[src/rtl/piece_move_ctrl_if.sv]
// Shared types and the request/board/response bundle for piece_move_ctrl.
// Latency: none; this file holds only declarations and wiring.
// Backpressure: spawn_ready and cmd_ready, driven by the slave side.
//
// piece_pkg: piece type, rotation, committed-piece struct and the 4x4 occupancy grid.
// piece_move_ctrl_if ports:
//   master = requesters plus board RAM: spawn/cmd requests and board_row_data
//   slave  = piece_move_ctrl: readies, board_row_addr, piece state and response pulses
package piece_pkg;

  typedef enum logic [2:0] {
    PIECE_I = 3'd0,
    PIECE_O = 3'd1,
    PIECE_T = 3'd2,
    PIECE_S = 3'd3,
    PIECE_Z = 3'd4,
    PIECE_J = 3'd5,
    PIECE_L = 3'd6
  } piece_type_t;

  typedef enum logic [1:0] {
    ROT_0   = 2'd0,
    ROT_90  = 2'd1,
    ROT_180 = 2'd2,
    ROT_270 = 2'd3
  } rot_t;

  typedef struct packed {
    piece_type_t       ptype;
    rot_t              rot;
    logic signed [4:0] x;
    logic signed [5:0] y;
  } active_piece_t;

  // piece[r] bit c marks the cell at column x+c, row y+r
  typedef struct packed {
    logic [3:0][3:0] piece;
  } piece_grid_t;

endpackage

interface piece_move_ctrl_if #(
  parameter int BOARD_W = 10
);
  import piece_pkg::*;

  logic                 spawn_valid;
  piece_type_t          spawn_type;
  logic                 spawn_ready;
  logic                 cmd_valid;
  logic [2:0]           cmd;
  logic                 cmd_ready;
  logic [4:0]           board_row_addr;
  logic [BOARD_W-1:0]   board_row_data;
  active_piece_t        active_piece;
  logic                 piece_valid;
  logic                 resp_valid;
  logic                 resp_accepted;
  logic                 lock_pulse;
  logic                 game_over;

  modport master (
    output spawn_valid, spawn_type, cmd_valid, cmd, board_row_data,
    input  spawn_ready, cmd_ready, board_row_addr, active_piece, piece_valid,
           resp_valid, resp_accepted, lock_pulse, game_over
  );

  modport slave (
    input  spawn_valid, spawn_type, cmd_valid, cmd, board_row_data,
    output spawn_ready, cmd_ready, board_row_addr, active_piece, piece_valid,
           resp_valid, resp_accepted, lock_pulse, game_over
  );

endinterface

[src/rtl/piece_move_ctrl.sv]
// Owns the falling piece and runs each spawn/move candidate through a 4-row board collision check.
// Latency: 6 cycles from the accept edge to resp_valid, then 1 idle cycle before the next accept.
// Backpressure: spawn_ready/cmd_ready are low while a request is in flight; one request at a time.
//
// Ports: clk, reset (async, active-high), bus (piece_move_ctrl_if.slave).
// piece_decoder: combinational type+rotation -> 4x4 occupancy grid.
module piece_decoder
  import piece_pkg::*;
(
  input  active_piece_t piece,
  output piece_grid_t   grid
);

  // Each entry is {row3,row2,row1,row0}; within a row, bit c is column offset c
  logic [15:0] bits;

  always_comb begin
    bits = 16'h0000;
    case ({piece.ptype, piece.rot})
      {PIECE_I, ROT_0}:   bits = 16'h00F0;
      {PIECE_I, ROT_90}:  bits = 16'h4444;
      {PIECE_I, ROT_180}: bits = 16'h0F00;
      {PIECE_I, ROT_270}: bits = 16'h2222;
      {PIECE_O, ROT_0}, {PIECE_O, ROT_90},
      {PIECE_O, ROT_180}, {PIECE_O, ROT_270}: bits = 16'h0066;
      {PIECE_T, ROT_0}:   bits = 16'h0072;
      {PIECE_T, ROT_90}:  bits = 16'h0262;
      {PIECE_T, ROT_180}: bits = 16'h0270;
      {PIECE_T, ROT_270}: bits = 16'h0232;
      {PIECE_S, ROT_0}:   bits = 16'h0036;
      {PIECE_S, ROT_90}:  bits = 16'h0462;
      {PIECE_S, ROT_180}: bits = 16'h0360;
      {PIECE_S, ROT_270}: bits = 16'h0231;
      {PIECE_Z, ROT_0}:   bits = 16'h0063;
      {PIECE_Z, ROT_90}:  bits = 16'h0264;
      {PIECE_Z, ROT_180}: bits = 16'h0630;
      {PIECE_Z, ROT_270}: bits = 16'h0132;
      {PIECE_J, ROT_0}:   bits = 16'h0071;
      {PIECE_J, ROT_90}:  bits = 16'h0226;
      {PIECE_J, ROT_180}: bits = 16'h0470;
      {PIECE_J, ROT_270}: bits = 16'h0322;
      {PIECE_L, ROT_0}:   bits = 16'h0074;
      {PIECE_L, ROT_90}:  bits = 16'h0622;
      {PIECE_L, ROT_180}: bits = 16'h0170;
      {PIECE_L, ROT_270}: bits = 16'h0223;
      default:            bits = 16'h0000;
    endcase
  end

  assign grid = bits;

endmodule

module piece_move_ctrl
  import piece_pkg::*;
#(
  parameter int BOARD_W = 10,
  parameter int BOARD_H = 20
) (
  input logic              clk,
  input logic              reset,
  piece_move_ctrl_if.slave bus
);

  localparam int CW = $clog2(BOARD_W);

  localparam logic [2:0] S_IDLE = 3'd0;
  localparam logic [2:0] S_CHK0 = 3'd1;
  localparam logic [2:0] S_CHK1 = 3'd2;
  localparam logic [2:0] S_CHK2 = 3'd3;
  localparam logic [2:0] S_CHK3 = 3'd4;
  localparam logic [2:0] S_CHK4 = 3'd5;
  localparam logic [2:0] S_RESP = 3'd6;

  localparam logic [2:0] CMD_LEFT    = 3'd0;
  localparam logic [2:0] CMD_RIGHT   = 3'd1;
  localparam logic [2:0] CMD_DOWN    = 3'd2;
  localparam logic [2:0] CMD_ROT_CW  = 3'd3;
  localparam logic [2:0] CMD_ROT_CCW = 3'd4;

  logic [2:0]    state;
  active_piece_t active_q;
  active_piece_t cand;
  active_piece_t next_cand;
  piece_grid_t   cand_grid;
  logic [2:0]    cmd_q;
  logic          is_spawn_q;
  logic          coll_q;
  logic          coll_total;
  logic          piece_valid_q;
  logic          resp_valid_q;
  logic          resp_acc_q;
  logic          lock_q;
  logic          go_q;

  logic          spawn_fire;
  logic          cmd_fire;
  logic          rd_en;
  logic [1:0]    rd_k;
  logic          ev_en;
  logic [1:0]    ev_k;
  logic          row_hit;
  logic [3:0]    row_bits;
  int            row_y;
  int            col;
  logic [CW-1:0] col_idx;

  assign bus.spawn_ready   = (state == S_IDLE) && !piece_valid_q;
  assign bus.cmd_ready     = (state == S_IDLE) && piece_valid_q;
  assign bus.active_piece  = active_q;
  assign bus.piece_valid   = piece_valid_q;
  assign bus.resp_valid    = resp_valid_q;
  assign bus.resp_accepted = resp_acc_q;
  assign bus.lock_pulse    = lock_q;
  assign bus.game_over     = go_q;

  assign spawn_fire = bus.spawn_valid && bus.spawn_ready;
  assign cmd_fire   = bus.cmd_valid && bus.cmd_ready;

  piece_decoder u_dec (
    .piece (cand),
    .grid  (cand_grid)
  );

  // Reserved commands keep the current piece as the candidate; they are
  // rejected via the preset collision flag, not via the board check.
  always_comb begin
    next_cand = active_q;
    if (spawn_fire) begin
      next_cand = '{ptype: bus.spawn_type, rot: ROT_0,
                    x: 5'(BOARD_W / 2 - 2), y: 6'sd0};
    end else begin
      case (bus.cmd)
        CMD_LEFT:    next_cand.x   = active_q.x - 5'sd1;
        CMD_RIGHT:   next_cand.x   = active_q.x + 5'sd1;
        CMD_DOWN:    next_cand.y   = active_q.y + 6'sd1;
        CMD_ROT_CW:  next_cand.rot = rot_t'(active_q.rot + 2'd1);
        CMD_ROT_CCW: next_cand.rot = rot_t'(active_q.rot - 2'd1);
        default:     next_cand     = active_q;
      endcase
    end
  end

  // Row k is addressed in CHKk; the RAM answers one cycle later, in CHK(k+1).
  always_comb begin
    rd_en = 1'b0;
    rd_k  = 2'd0;
    ev_en = 1'b0;
    ev_k  = 2'd0;
    case (state)
      S_CHK0: begin rd_en = 1'b1; rd_k = 2'd0; end
      S_CHK1: begin rd_en = 1'b1; rd_k = 2'd1; ev_en = 1'b1; ev_k = 2'd0; end
      S_CHK2: begin rd_en = 1'b1; rd_k = 2'd2; ev_en = 1'b1; ev_k = 2'd1; end
      S_CHK3: begin rd_en = 1'b1; rd_k = 2'd3; ev_en = 1'b1; ev_k = 2'd2; end
      S_CHK4: begin ev_en = 1'b1; ev_k = 2'd3; end
      default: ;
    endcase
  end

  assign bus.board_row_addr = rd_en ? (cand.y[4:0] + {3'b000, rd_k}) : 5'd0;

  // Cells above the board never collide; cells below it or off either side
  // always do; otherwise the board bit decides.
  always_comb begin
    row_hit  = 1'b0;
    col      = 0;
    col_idx  = '0;
    row_bits = cand_grid.piece[ev_k];
    row_y    = int'(cand.y) + int'(ev_k);
    if (ev_en && (row_bits != 4'h0) && (row_y >= 0)) begin
      if (row_y >= BOARD_H) begin
        row_hit = 1'b1;
      end else begin
        for (int c = 0; c < 4; c++) begin
          if (row_bits[c]) begin
            col = int'(cand.x) + c;
            if ((col < 0) || (col >= BOARD_W)) begin
              row_hit = 1'b1;
            end else begin
              col_idx = CW'(col);
              if (bus.board_row_data[col_idx]) row_hit = 1'b1;
            end
          end
        end
      end
    end
  end

  assign coll_total = coll_q | row_hit;

  always_ff @(posedge clk or posedge reset) begin
    if (reset) begin
      state         <= S_IDLE;
      active_q      <= '0;
      cand          <= '0;
      cmd_q         <= 3'd0;
      is_spawn_q    <= 1'b0;
      coll_q        <= 1'b0;
      piece_valid_q <= 1'b0;
      resp_valid_q  <= 1'b0;
      resp_acc_q    <= 1'b0;
      lock_q        <= 1'b0;
      go_q          <= 1'b0;
    end else begin
      resp_valid_q <= 1'b0;
      resp_acc_q   <= 1'b0;
      lock_q       <= 1'b0;
      go_q         <= 1'b0;
      case (state)
        S_IDLE: begin
          if (spawn_fire || cmd_fire) begin
            cand       <= next_cand;
            is_spawn_q <= spawn_fire;
            cmd_q      <= bus.cmd;
            coll_q     <= cmd_fire && (bus.cmd > CMD_ROT_CCW);
            state      <= S_CHK0;
          end
        end
        S_CHK0: state <= S_CHK1;
        S_CHK1: begin coll_q <= coll_total; state <= S_CHK2; end
        S_CHK2: begin coll_q <= coll_total; state <= S_CHK3; end
        S_CHK3: begin coll_q <= coll_total; state <= S_CHK4; end
        S_CHK4: begin
          state        <= S_RESP;
          resp_valid_q <= 1'b1;
          resp_acc_q   <= !coll_total;
          lock_q       <= coll_total && !is_spawn_q && (cmd_q == CMD_DOWN);
          go_q         <= coll_total && is_spawn_q;
          if (!coll_total) begin
            active_q <= cand;
            if (is_spawn_q) piece_valid_q <= 1'b1;
          end
        end
        S_RESP: begin
          state <= S_IDLE;
          // A rejected DOWN locks the piece: hand it to the lock logic.
          if (lock_q) piece_valid_q <= 1'b0;
        end
        default: state <= S_IDLE;
      endcase
    end
  end

endmodule

[src/flat_wrapper.sv]
// flat-port wrapper written by rule: the top's interface ports become plain ports
module piece_move_ctrl_flat import piece_pkg::*;
#(
  parameter int BOARD_W = 10,
  parameter int BOARD_H = 20
)
  (clk, reset, bus_spawn_valid, bus_spawn_type, bus_cmd_valid, bus_cmd, bus_board_row_data, bus_spawn_ready, bus_cmd_ready, bus_board_row_addr, bus_active_piece, bus_piece_valid, bus_resp_valid, bus_resp_accepted, bus_lock_pulse, bus_game_over);
  piece_move_ctrl_if #(.BOARD_W(BOARD_W)) bus_i ();
  input logic clk;
  input logic reset;
  input wire logic [$bits(bus_i.spawn_valid)-1:0] bus_spawn_valid;
  input wire logic [$bits(bus_i.spawn_type)-1:0] bus_spawn_type;
  input wire logic [$bits(bus_i.cmd_valid)-1:0] bus_cmd_valid;
  input wire logic [$bits(bus_i.cmd)-1:0] bus_cmd;
  input wire logic [$bits(bus_i.board_row_data)-1:0] bus_board_row_data;
  output wire logic [$bits(bus_i.spawn_ready)-1:0] bus_spawn_ready;
  output wire logic [$bits(bus_i.cmd_ready)-1:0] bus_cmd_ready;
  output wire logic [$bits(bus_i.board_row_addr)-1:0] bus_board_row_addr;
  output wire logic [$bits(bus_i.active_piece)-1:0] bus_active_piece;
  output wire logic [$bits(bus_i.piece_valid)-1:0] bus_piece_valid;
  output wire logic [$bits(bus_i.resp_valid)-1:0] bus_resp_valid;
  output wire logic [$bits(bus_i.resp_accepted)-1:0] bus_resp_accepted;
  output wire logic [$bits(bus_i.lock_pulse)-1:0] bus_lock_pulse;
  output wire logic [$bits(bus_i.game_over)-1:0] bus_game_over;
  assign bus_i.spawn_valid = bus_spawn_valid;
  assign bus_i.spawn_type = bus_spawn_type;
  assign bus_i.cmd_valid = bus_cmd_valid;
  assign bus_i.cmd = bus_cmd;
  assign bus_i.board_row_data = bus_board_row_data;
  assign bus_spawn_ready = bus_i.spawn_ready;
  assign bus_cmd_ready = bus_i.cmd_ready;
  assign bus_board_row_addr = bus_i.board_row_addr;
  assign bus_active_piece = bus_i.active_piece;
  assign bus_piece_valid = bus_i.piece_valid;
  assign bus_resp_valid = bus_i.resp_valid;
  assign bus_resp_accepted = bus_i.resp_accepted;
  assign bus_lock_pulse = bus_i.lock_pulse;
  assign bus_game_over = bus_i.game_over;
  piece_move_ctrl #(.BOARD_W(BOARD_W), .BOARD_H(BOARD_H)) u_core (.clk(clk), .reset(reset), .bus(bus_i));
endmodule
[config.mk]
export PLATFORM = sky130hd
export DESIGN_NAME = piece_move_ctrl_flat
export DESIGN_NICKNAME = d
export VERILOG_FILES = /design/src/rtl/piece_move_ctrl_if.sv /design/src/rtl/piece_move_ctrl.sv /design/src/flat_wrapper.sv
export SDC_FILE = /design/constraint.sdc
export NUM_CORES = 1
export LEC_CHECK = 0
export BUFFER_PORTS_ARGS = -buffer_cell sky130_fd_sc_hd__clkbuf_2
export CAP_MARGIN = 20
export CORE_MARGIN = 2
export CORE_UTILIZATION = 53
export DETAILED_ROUTE_END_ITERATION = 6
export PLACE_DENSITY = 0.82
export SYNTH_ARGS = -nofsm -noshare
export SYNTH_HDL_FRONTEND = slang
export SYNTH_HIERARCHICAL = 1
export SYNTH_SLANG_ARGS = --single-unit
[constraint.sdc]
create_clock -name clk -period 4.3 [get_ports clk]
set_input_delay 0.215 -clock clk [delete_from_list [all_inputs] [get_ports clk]]
set_output_delay 0.215 -clock clk [all_outputs]
set_load 0.01 [all_outputs]
==> results_dict.tcl, run 1 <==
set metrics [dict create \
    diodes 0 \
    vias_per_cell 5.912 \
    cts_resized 0 \
    yosysWarnings 6 \
    io_pins 48 \
    power_density_mw_per_mm2 700.5 \
    syn_to_final_growth_pct 9.583 \
    cp.arrival_ns 3.92 \
    vdd_drop_max_mv 0.3855 \
    final.setup_skew_ns 0.007572 \
    worstMarginPinSlew_ns 0.6899 \
    clk_pin_slew_ns 0.09 \
    layout.cells.non_filler 547 \
    synthCells 420 \
    cts_hold_buf 0 \
    start_kind "flop" \
    hold_viol 0 \
    gp_congestion 0.9280 \
    crit_path_end_kind "flop" \
    placedInstanceArea_mm2 0.003988 \
    fin_crit_ns 3.726 \
    multi_input_area_mm2 0.002405 \
    synthDistinctLibCells 62 \
    yosys.area.top_type "dfrtp_1" \
    track_usage_pct 23.75 \
    fp-row-count 30 \
    max_slew_margin_pct 54.01 \
    finalCritPeriodShare_pct 86.65 \
    ant_nets 0 \
    max_freq_ghz 0.2684 \
    whs_ns 0.008690 \
    h-tree-depth 2 \
    die_area_mm2 0.007759 \
    regArea_mm2 0.001126 \
    cts_tree "done" \
    cap_viol_max_count 0 \
    syn_avg_cell_area_um2 8.922 \
    io_buffers 47 \
    cp.required_ns 4.49 \
    grt_start_max_net_pins 46 \
    chipWidth_um 88.09 \
    wl_um 8777 \
    cts_root_buf "clkbuf_8" \
    synth-seq-cells 45 \
    drc_errors 0 \
    clkLatencyLatePin_ns 0.30 \
    via_count 3234 \
    slew_violations 0 \
    design_area_mm2 0.004106 \
    cts_num_sinks 45 \
    die_h_um 88.09 \
    hold_class "in2async" \
    layout-drive-gt1-share_pct 18.85 \
    initial_core_util_pct 54.85 \
    post_cts_buffers 0 \
    dp_hpwl_um 6449 \
    dr.pass1.iters 4 \
    drt_iter0_drc 166 \
    synth_ff_type "dfrtp_1" \
    p_leak_uw 0.001905 \
    fin_util_pct 60.11 \
    grt_pass1_vias 3036 \
    status "finished clean" \
    coreArea_mm2 0.006832 \
    worstSetupPathType "reg2reg" \
    tns_ns 0 \
    nets 494 \
    fillers 601 \
    grt_remaining_overflow 0 \
    rsz0062_at_grt "no" \
    ys_seq_area_share_pct 30.05 \
    async_flop_share_pct 100.0 \
    setup_violations 0 \
    numCtsBuffers 5 \
    dp_cells 539 \
    netlist_area_mm2 0.003747 \
    post_drt_wl_per_cell_um 16.05 \
    synth-edff-count 0 \
    netlist.area_leader.share_pct 30.05 \
    path_max_fanout 17 \
    cts_buffer_depth 2 \
    grt_pass1_wl_um 14700 \
    yosys-top-cells-area "dfrtp_1, ha_1, nand2_1" \
    antenna_found_initial 0 \
    synth.most_common_cell "nand2_1" \
    synth_commonest_cells "nand2_1, dfrtp_1, nor2_1" \
]
-- flip-flops by register name, indices dropped and copies added (netlist names) --
signal	cells
u_core/bus.active_piece	16
u_core/cand	16
u_core/cmd_q	3
u_core/state	3
u_core/bus.game_over	1
u_core/bus.lock_pulse	1
u_core/bus.piece_valid	1
u_core/bus.resp_accepted	1
u_core/bus.resp_valid	1
u_core/coll_q	1
u_core/is_spawn_q	1
-- power breakdown --
| part | leakage [uW] | internal [uW] | switching, uW | total (uW) |
|---|---|---|---|---|
| sequential | 0.000584 | 555 | 326 | 880 |
| clock | 0.0000603 | 178 | 160 | 339 |
| combinational | 0.00126 | 764 | 894 | 1660 |
| total | 0.00191 | 1500 | 1380 | 2880 |
-- per-stage QoR --
stage	worst slack (ns)	total power (uW)
final	0.5742	2877
after CTS	0.6212	2852
after global routing	0.3068	3110
after floorplan	0.8041	2116
after global placement	0.6784	2440
after detailed placement	0.6310	2505
-- layer usage --
metal  share of wire [%]  up-vias  global-route usage (%)
met1                  47     1551                   33.17
met3                 4.5       18                   3.864
met4                 1.5        0                   5.785
met5                   0        -                       0
li1                    -     1559                       -
met2                  47      106                   38.91
-- cell families (layout without fill, tap and decap cells) --
family	count (synthesis)	after routing	share of synthesized area, %
mux	42	42	14.36
other cells	1	3	0.1001
flops	45	45	30.05
xor+xnor	23	23	5.376
buf+inv	49	78	5.977
simple gates	143	143	18.63
fa+ha+maj	24	24	8.614
compound gates	93	93	16.89
-- placed cells by master, fill, tap and decap left out, types with 3 or more instances in the layout --
cell type / instances
a211oi_1: 4
mux2i_1: 11
nor2b_1: 10
nor3_1: 9
o32a_1: 3
ha_1: 21
o21ai_0: 21
conb_1: 3
a31oi_1: 7
nand2b_1: 12
and2_1: 6
xnor2_1: 11
inv_1: 18
mux2_1: 9
a21oi_1: 19
fa_1: 3
and3_1: 3
clkbuf_2: 47
mux4_2: 7
nand2_1: 53
buf_4: 4
o211ai_1: 8
nand3_1: 6
nand4_1: 5
mux2_2: 15
clkbuf_8: 5
dfrtp_1: 45
nor2_1: 27
xor2_1: 12
-- final cells by class --
class                      count  share of cell area (%)
multi-input combinational    328                   58.56
sequential                    45                   27.42
timing repair buffer          51                   6.459
tap                           96                   2.925
inverter                      19                   1.737
clock buffer                   5                   1.676
clock inverter                 3                   1.219
-- final timing paths --
check,slack (ns),cells after the start,to,from
setup reg to reg,0.57,8,u_core/bus.active_piece[6]$_DFFE_PP0P_,u_core/cand[8]$_DFFE_PP0P_
setup / recovery,0.57,8,u_core/bus.active_piece[6]$_DFFE_PP0P_,u_core/cand[8]$_DFFE_PP0P_
min in group clk,0.16,3,u_core/cand[14]$_DFFE_PP0P_,bus_spawn_type[1]
max in group asynchronous,3.91,3,u_core/cand[13]$_DFFE_PP0P_,reset
hold reg to reg,0.47,2,u_core/cmd_q[2]$_DFFE_PP0P_,u_core/cmd_q[2]$_DFFE_PP0P_
hold / removal,0.009,3,u_core/cand[1]$_DFFE_PP0P_,reset
-- critical path, stage by stage (launching register included) --
cell	delay, ns
dfrtp_1	0.72
inv_1	0.24
ha_1	0.40
mux4_2	0.52
nor4_1	0.35
a221o_1	0.18
o2111ai_2	0.19
o21ai_4	0.60
mux2_2	0.41
Note: power is estimated with default switching activity, not from simulation.
==> inputs of run 2 (changes only) <==
--- a/config.mk
+++ b/config.mk
@@ -11,6 +11,7 @@
 export CORE_UTILIZATION = 53
 export DETAILED_ROUTE_END_ITERATION = 6
 export PLACE_DENSITY = 0.82
+export REMOVE_ABC_BUFFERS = 1
 export SYNTH_ARGS = -nofsm -noshare
 export SYNTH_HDL_FRONTEND = slang
 export SYNTH_HIERARCHICAL = 1
==> results_dict.tcl, run 2 (synthesized netlist as in run 1, its figures left out) <==
set metrics [dict create \
    status "finished clean" \
    cts_buffer_depth 2 \
    diodes 0 \
    fp-row-count 30 \
    clkLatencyLatePin_ns 0.29 \
    wl_um 8749 \
    cts_hold_buf 0 \
    chipWidth_um 88.09 \
    numCtsBuffers 5 \
    grt_remaining_overflow 0 \
    dp_slack_ns 0.6247 \
    most-common-layout-cells "nand2_1, clkbuf_2, dfrtp_1" \
    crit_path_top_delay_cell "dfrtp_1" \
    final.setup_skew_ns 0.007108 \
    io_buffers 47 \
    via_count 3240 \
    crit_family "multiplexers" \
    drc_errors 0 \
    initial_core_util_pct 54.85 \
    worstMarginPinSlew_ns 0.6671 \
    post_cts_buffers 0 \
    placedInstanceArea_mm2 0.003995 \
    swShare_pct 46.83 \
    hold_class "in2async" \
    max_freq_ghz 0.2729 \
    die_h_um 88.09 \
    slew_violations 0 \
    h-tree-depth 2 \
    pwr-share-seq_pct 30.6 \
    worstSetupPathType "reg2reg" \
    p_leak_uw 0.001908 \
    grt_pass1_vias 2950 \
    path_max_fanout 17 \
    path_cells "inv_1 -> ha_1 -> mux4_2 -> mux2_2 -> o211ai_1 -> nand2_1 -> o21ai_4 -> mux2_1" \
    gp_congestion 0.9027 \
    cap_viol_max_count 0 \
    layout-drive-gt1-share_pct 18.81 \
    vias_per_cell 5.912 \
    grt_start_max_net_pins 46 \
    combPwrFrac_pct 58.1 \
    crit_path_end_kind "flop" \
    max_slew_margin_pct 55.36 \
    cts_tree "done" \
    cts_num_sinks 45 \
    cp.required_ns 4.46 \
    path_buf_inv 1 \
    vdd_drop_max_mv 0.3713 \
    setup_violations 0 \
    clk_pin_slew_ns 0.08 \
    intPower_uw 1512 \
    p_switching_uw 1332 \
    antenna_found_initial 0 \
    post_drt_wl_per_cell_um 15.97 \
    finalCritPeriodShare_pct 85.22 \
    fin_ws_ns 0.6356 \
    total_power_uw 2844 \
    drt_iter0_drc 246 \
    cp.arrival_ns 3.83 \
    clkPwrFrac_pct 11.3 \
    mostFrequentLayoutCell "nand2_1" \
    power_density_mw_per_mm2 691.6 \
    track_usage_pct 23.49 \
    hold_viol 0 \
    whs_ns 0.02325 \
    cts_root_buf "clkbuf_8" \
    nets 495 \
    start_kind "flop" \
    rsz0062_at_grt "no" \
    cts_resized 0 \
    critPathMaxStageDelay_ns 0.57 \
    coreArea_mm2 0.006832 \
    dp_hpwl_um 6447 \
    die_area_mm2 0.007759 \
    io_pins 48 \
    dr.pass1.iters 5 \
    tns_ns 0 \
    syn_to_final_growth_pct 9.716 \
    design_area_mm2 0.004111 \
    grt_pass1_wl_um 14390 \
    fin_crit_ns 3.664 \
    ant_nets 0 \
]
[run 2: changes by cell type in the layout (fill, tap and decap cells not counted), sizes merged]
cell and delta:
inv -1, buf +1, clkbuf +2, clkinv -1
[run 2: final timing paths]
kind | startpoint | to | slack (ns) | cells past startpoint
worst max-delay path | u_core/cand[7]$_DFFE_PP0P_ | u_core/bus.active_piece[12]$_DFFE_PP0P_ | 0.64 | 8
worst min-delay path | reset | u_core/cmd_q[1]$_DFFE_PP0P_ | 0.02 | 3
worst max register to register | u_core/cand[7]$_DFFE_PP0P_ | u_core/bus.active_piece[12]$_DFFE_PP0P_ | 0.64 | 8
worst min register to register | u_core/cmd_q[2]$_DFFE_PP0P_ | u_core/cmd_q[2]$_DFFE_PP0P_ | 0.48 | 2
max in group asynchronous | reset | u_core/cand[14]$_DFFE_PP0P_ | 3.88 | 3
min in group clk | bus_spawn_type[0] | u_core/cand[13]$_DFFE_PP0P_ | 0.17 | 3
[run 2: through the flow]
step           util, %  cells
3_3_place_gp     58.48    540
6_report         60.18    548
4_1_cts          60.18    548
5_1_grt          60.18    548
2_1_floorplan        -    392
3_5_place_dp     58.48    540
[run 2: metal layers]
metal  vias up  GRT usage, %  routed length, um  share of wire (%)
met3        18         3.582                394                4.5
met2       104         36.64               4077                 47
met4         0         6.612                121                1.4
li1       1551             -                  -                  -
met1      1567         34.10               4156                 48
met5         -             0                  0                  0
[run 2: power groups by stage]
stage	Clock [uW]	Sequential, uW	Combinational (uW)
2_1_floorplan	0	841	1200
3_3_place_gp	0	859	1590
3_5_place_dp	0	873	1640
4_1_cts	330	864	1650
5_1_grt	351	903	1840
6_report	322	870	1650
[run 2: tightest hold or removal path: cells and delay by family]
kind	cells	cell delay, ns
buffers and inverters	3	0.56
[run 2: layout make-up]
cell class | count | area, um2
fillers | 612 | 2720
clock buffers | 7 | 86.33
multi-input cells | 328 | 2405
well taps | 96 | 120.1
inverters | 19 | 71.32
flip-flops and latches | 45 | 1126
clock inverters | 1 | 30.03
repair buffers | 52 | 272.8
==> inputs of run 3 (changes only) <==
--- a/config.mk
+++ b/config.mk
@@ -7,10 +7,12 @@
 export LEC_CHECK = 0
 export BUFFER_PORTS_ARGS = -buffer_cell sky130_fd_sc_hd__clkbuf_2
 export CAP_MARGIN = 20
+export CELL_PAD_IN_SITES_DETAIL_PLACEMENT = 2
+export CELL_PAD_IN_SITES_GLOBAL_PLACEMENT = 2
 export CORE_MARGIN = 2
-export CORE_UTILIZATION = 53
+export CORE_UTILIZATION = 36
 export DETAILED_ROUTE_END_ITERATION = 6
-export PLACE_DENSITY = 0.82
+export PLACE_DENSITY = 0.88
 export REMOVE_ABC_BUFFERS = 1
 export SYNTH_ARGS = -nofsm -noshare
 export SYNTH_HDL_FRONTEND = slang
==> results_dict.tcl, run 3 (synthesized netlist as in run 1, its figures left out) <==
set metrics [dict create \
    hold_viol 0 \
    clk_pin_slew_ns 0.10 \
    cts_resized 0 \
    h-tree-depth 2 \
    ant_nets 0 \
    p_leak_uw 0.001937 \
    post_drt_wl_per_cell_um 20.70 \
    grt_start_max_net_pins 46 \
    drc_errors 0 \
    syn_to_final_growth_pct 12.32 \
    antenna_found_initial 0 \
    cts_tree "done" \
    start_kind "flop" \
    path_max_fanout 17 \
    grt_pass1_wl_um 20400 \
    cp.arrival_ns 4.04 \
    cp.required_ns 4.50 \
    crit_path_start "u_core/cand[8]$_DFFE_PP0P_" \
    drt_iter0_drc 137 \
    die_h_um 106.0 \
    finalCritPeriodShare_pct 89.25 \
    power_density_mw_per_mm2 726.8 \
    grt_pass1_vias 3733 \
    track_usage_pct 22.82 \
    via_count 3352 \
    fin_crit_ns 3.838 \
    hold_depth 3 \
    slew_violations 0 \
    crit_path_end_kind "flop" \
    hold_class "in2reg" \
    vdd_drop_max_mv 0.2467 \
    diodes 0 \
    layout-drive-gt1-share_pct 19.74 \
    cts_num_sinks 45 \
    numCtsBuffers 5 \
    r2r-end "u_core/bus.active_piece[13]$_DFFE_PP0P_" \
    placedInstanceArea_mm2 0.004060 \
    die_area_mm2 0.01124 \
    gp_congestion 0.8681 \
    setup_violations 0 \
    rsz0062_at_grt "no" \
    fp-row-count 37 \
    coreArea_mm2 0.01023 \
    design_area_mm2 0.004209 \
    hp-start "bus_spawn_type[0]" \
    cts_buffer_depth 2 \
    hold_end "u_core/cand[13]$_DFFE_PP0P_" \
    post_cts_buffers 0 \
    dr.pass1.iters 4 \
    initial_core_util_pct 36.63 \
    reg2reg_slack_ns 0.46 \
    io_pins 48 \
    reg2reg_from "u_core/cand[8]$_DFFE_PP0P_" \
    mostFrequentLayoutCell "nand2_1" \
    final.setup_skew_ns 0.01034 \
    io_buffers 47 \
    worstMarginPinSlew_ns 0.7196 \
    nets 499 \
    wl_um 12250 \
    max_freq_ghz 0.2606 \
    most-common-layout-cells "nand2_1, clkbuf_2, dfrtp_1" \
    cap_viol_max_count 0 \
    cts_root_buf "clkbuf_8" \
    worstSetupPathType "reg2reg" \
    grt_remaining_overflow 0 \
    chipWidth_um 106.0 \
    clkLatencyLatePin_ns 0.32 \
    tns_ns 0 \
    dp_hpwl_um 9119 \
    vias_per_cell 5.662 \
    max_slew_margin_pct 51.85 \
    status "finished clean" \
    total_power_uw 3059 \
    r2r.worst_path.cells 8 \
]
[run 3: cell types whose count changed in the layout (fill, tap and decap cells not counted), sizes merged]
cell,delta
buf,+3
clkbuf,-2
inv,+2
dlygate4sd3,+1
[run 3: how the worst max path moves through the flow]
stage                                                          to
after floorplan           u_core/bus.active_piece[11]$_DFFE_PP0P_
after global placement     u_core/bus.active_piece[9]$_DFFE_PP0P_
after detailed placement   u_core/bus.active_piece[9]$_DFFE_PP0P_
after CTS                  u_core/bus.active_piece[9]$_DFFE_PP0P_
after global routing      u_core/bus.active_piece[13]$_DFFE_PP0P_
final                     u_core/bus.active_piece[13]$_DFFE_PP0P_
[run 3: through the flow]
| step | hold slack (ns) | std cells | utilization, % | setup slack (ns) |
|---|---|---|---|---|
| 2_1_floorplan | 0.3274 | 392 | - | 1.038 |
| 3_3_place_gp | 0.4419 | 582 | 39.68 | 0.5990 |
| 3_5_place_dp | 0.4628 | 582 | 39.68 | 0.4636 |
| 4_1_cts | 0.1413 | 590 | 40.85 | 0.4440 |
| 5_1_grt | 0.1695 | 592 | 41.14 | 0.2407 |
| 6_report | 0.1606 | 592 | 41.14 | 0.4624 |
[run 3: cell type report]
type | instances | area [um2]
timing repair buffer | 56 | 317.8
clock buffer | 5 | 68.82
sequential | 45 | 1126
fill | 1146 | 6022
multi-input combinational | 328 | 2405
clock inverter | 3 | 50.05
inverter | 19 | 71.32
tap | 136 | 170.2
[run 3: worst max-delay path: stages, from the launching register on]
cell and delay [ns]:
dfrtp_1 0.73, inv_1 0.22, ha_1 0.40, mux4_2 0.51, nor4_1 0.39, a221o_1 0.21
o2111ai_2 0.20, o21ai_4 0.65, mux2_2 0.41
[run 3: power by group]
group,total [uW],internal [uW],switching (uW)
clock,350,178,172
combinational,1870,794,1080
sequential,835,556,279
[run 3: what timing repair did]
item | 4_1_cts | 5_1_grt
endpoints found under the setup margin | 0 | 0
hold endpoints to repair | 0 | 5
hold buffers | 0 | 1
[run 3: per-layer routing]
layer  wire (um)  share of wire [%]  up-vias  global-route usage, %
met1        5433                 44     1737                  29.34
met5           0                  0        -                      0
met2        6362                 52       48                  40.60
li1            -                  -     1552                      -
met4         217                1.8        0                  6.391
met3         238                1.9       15                  2.452
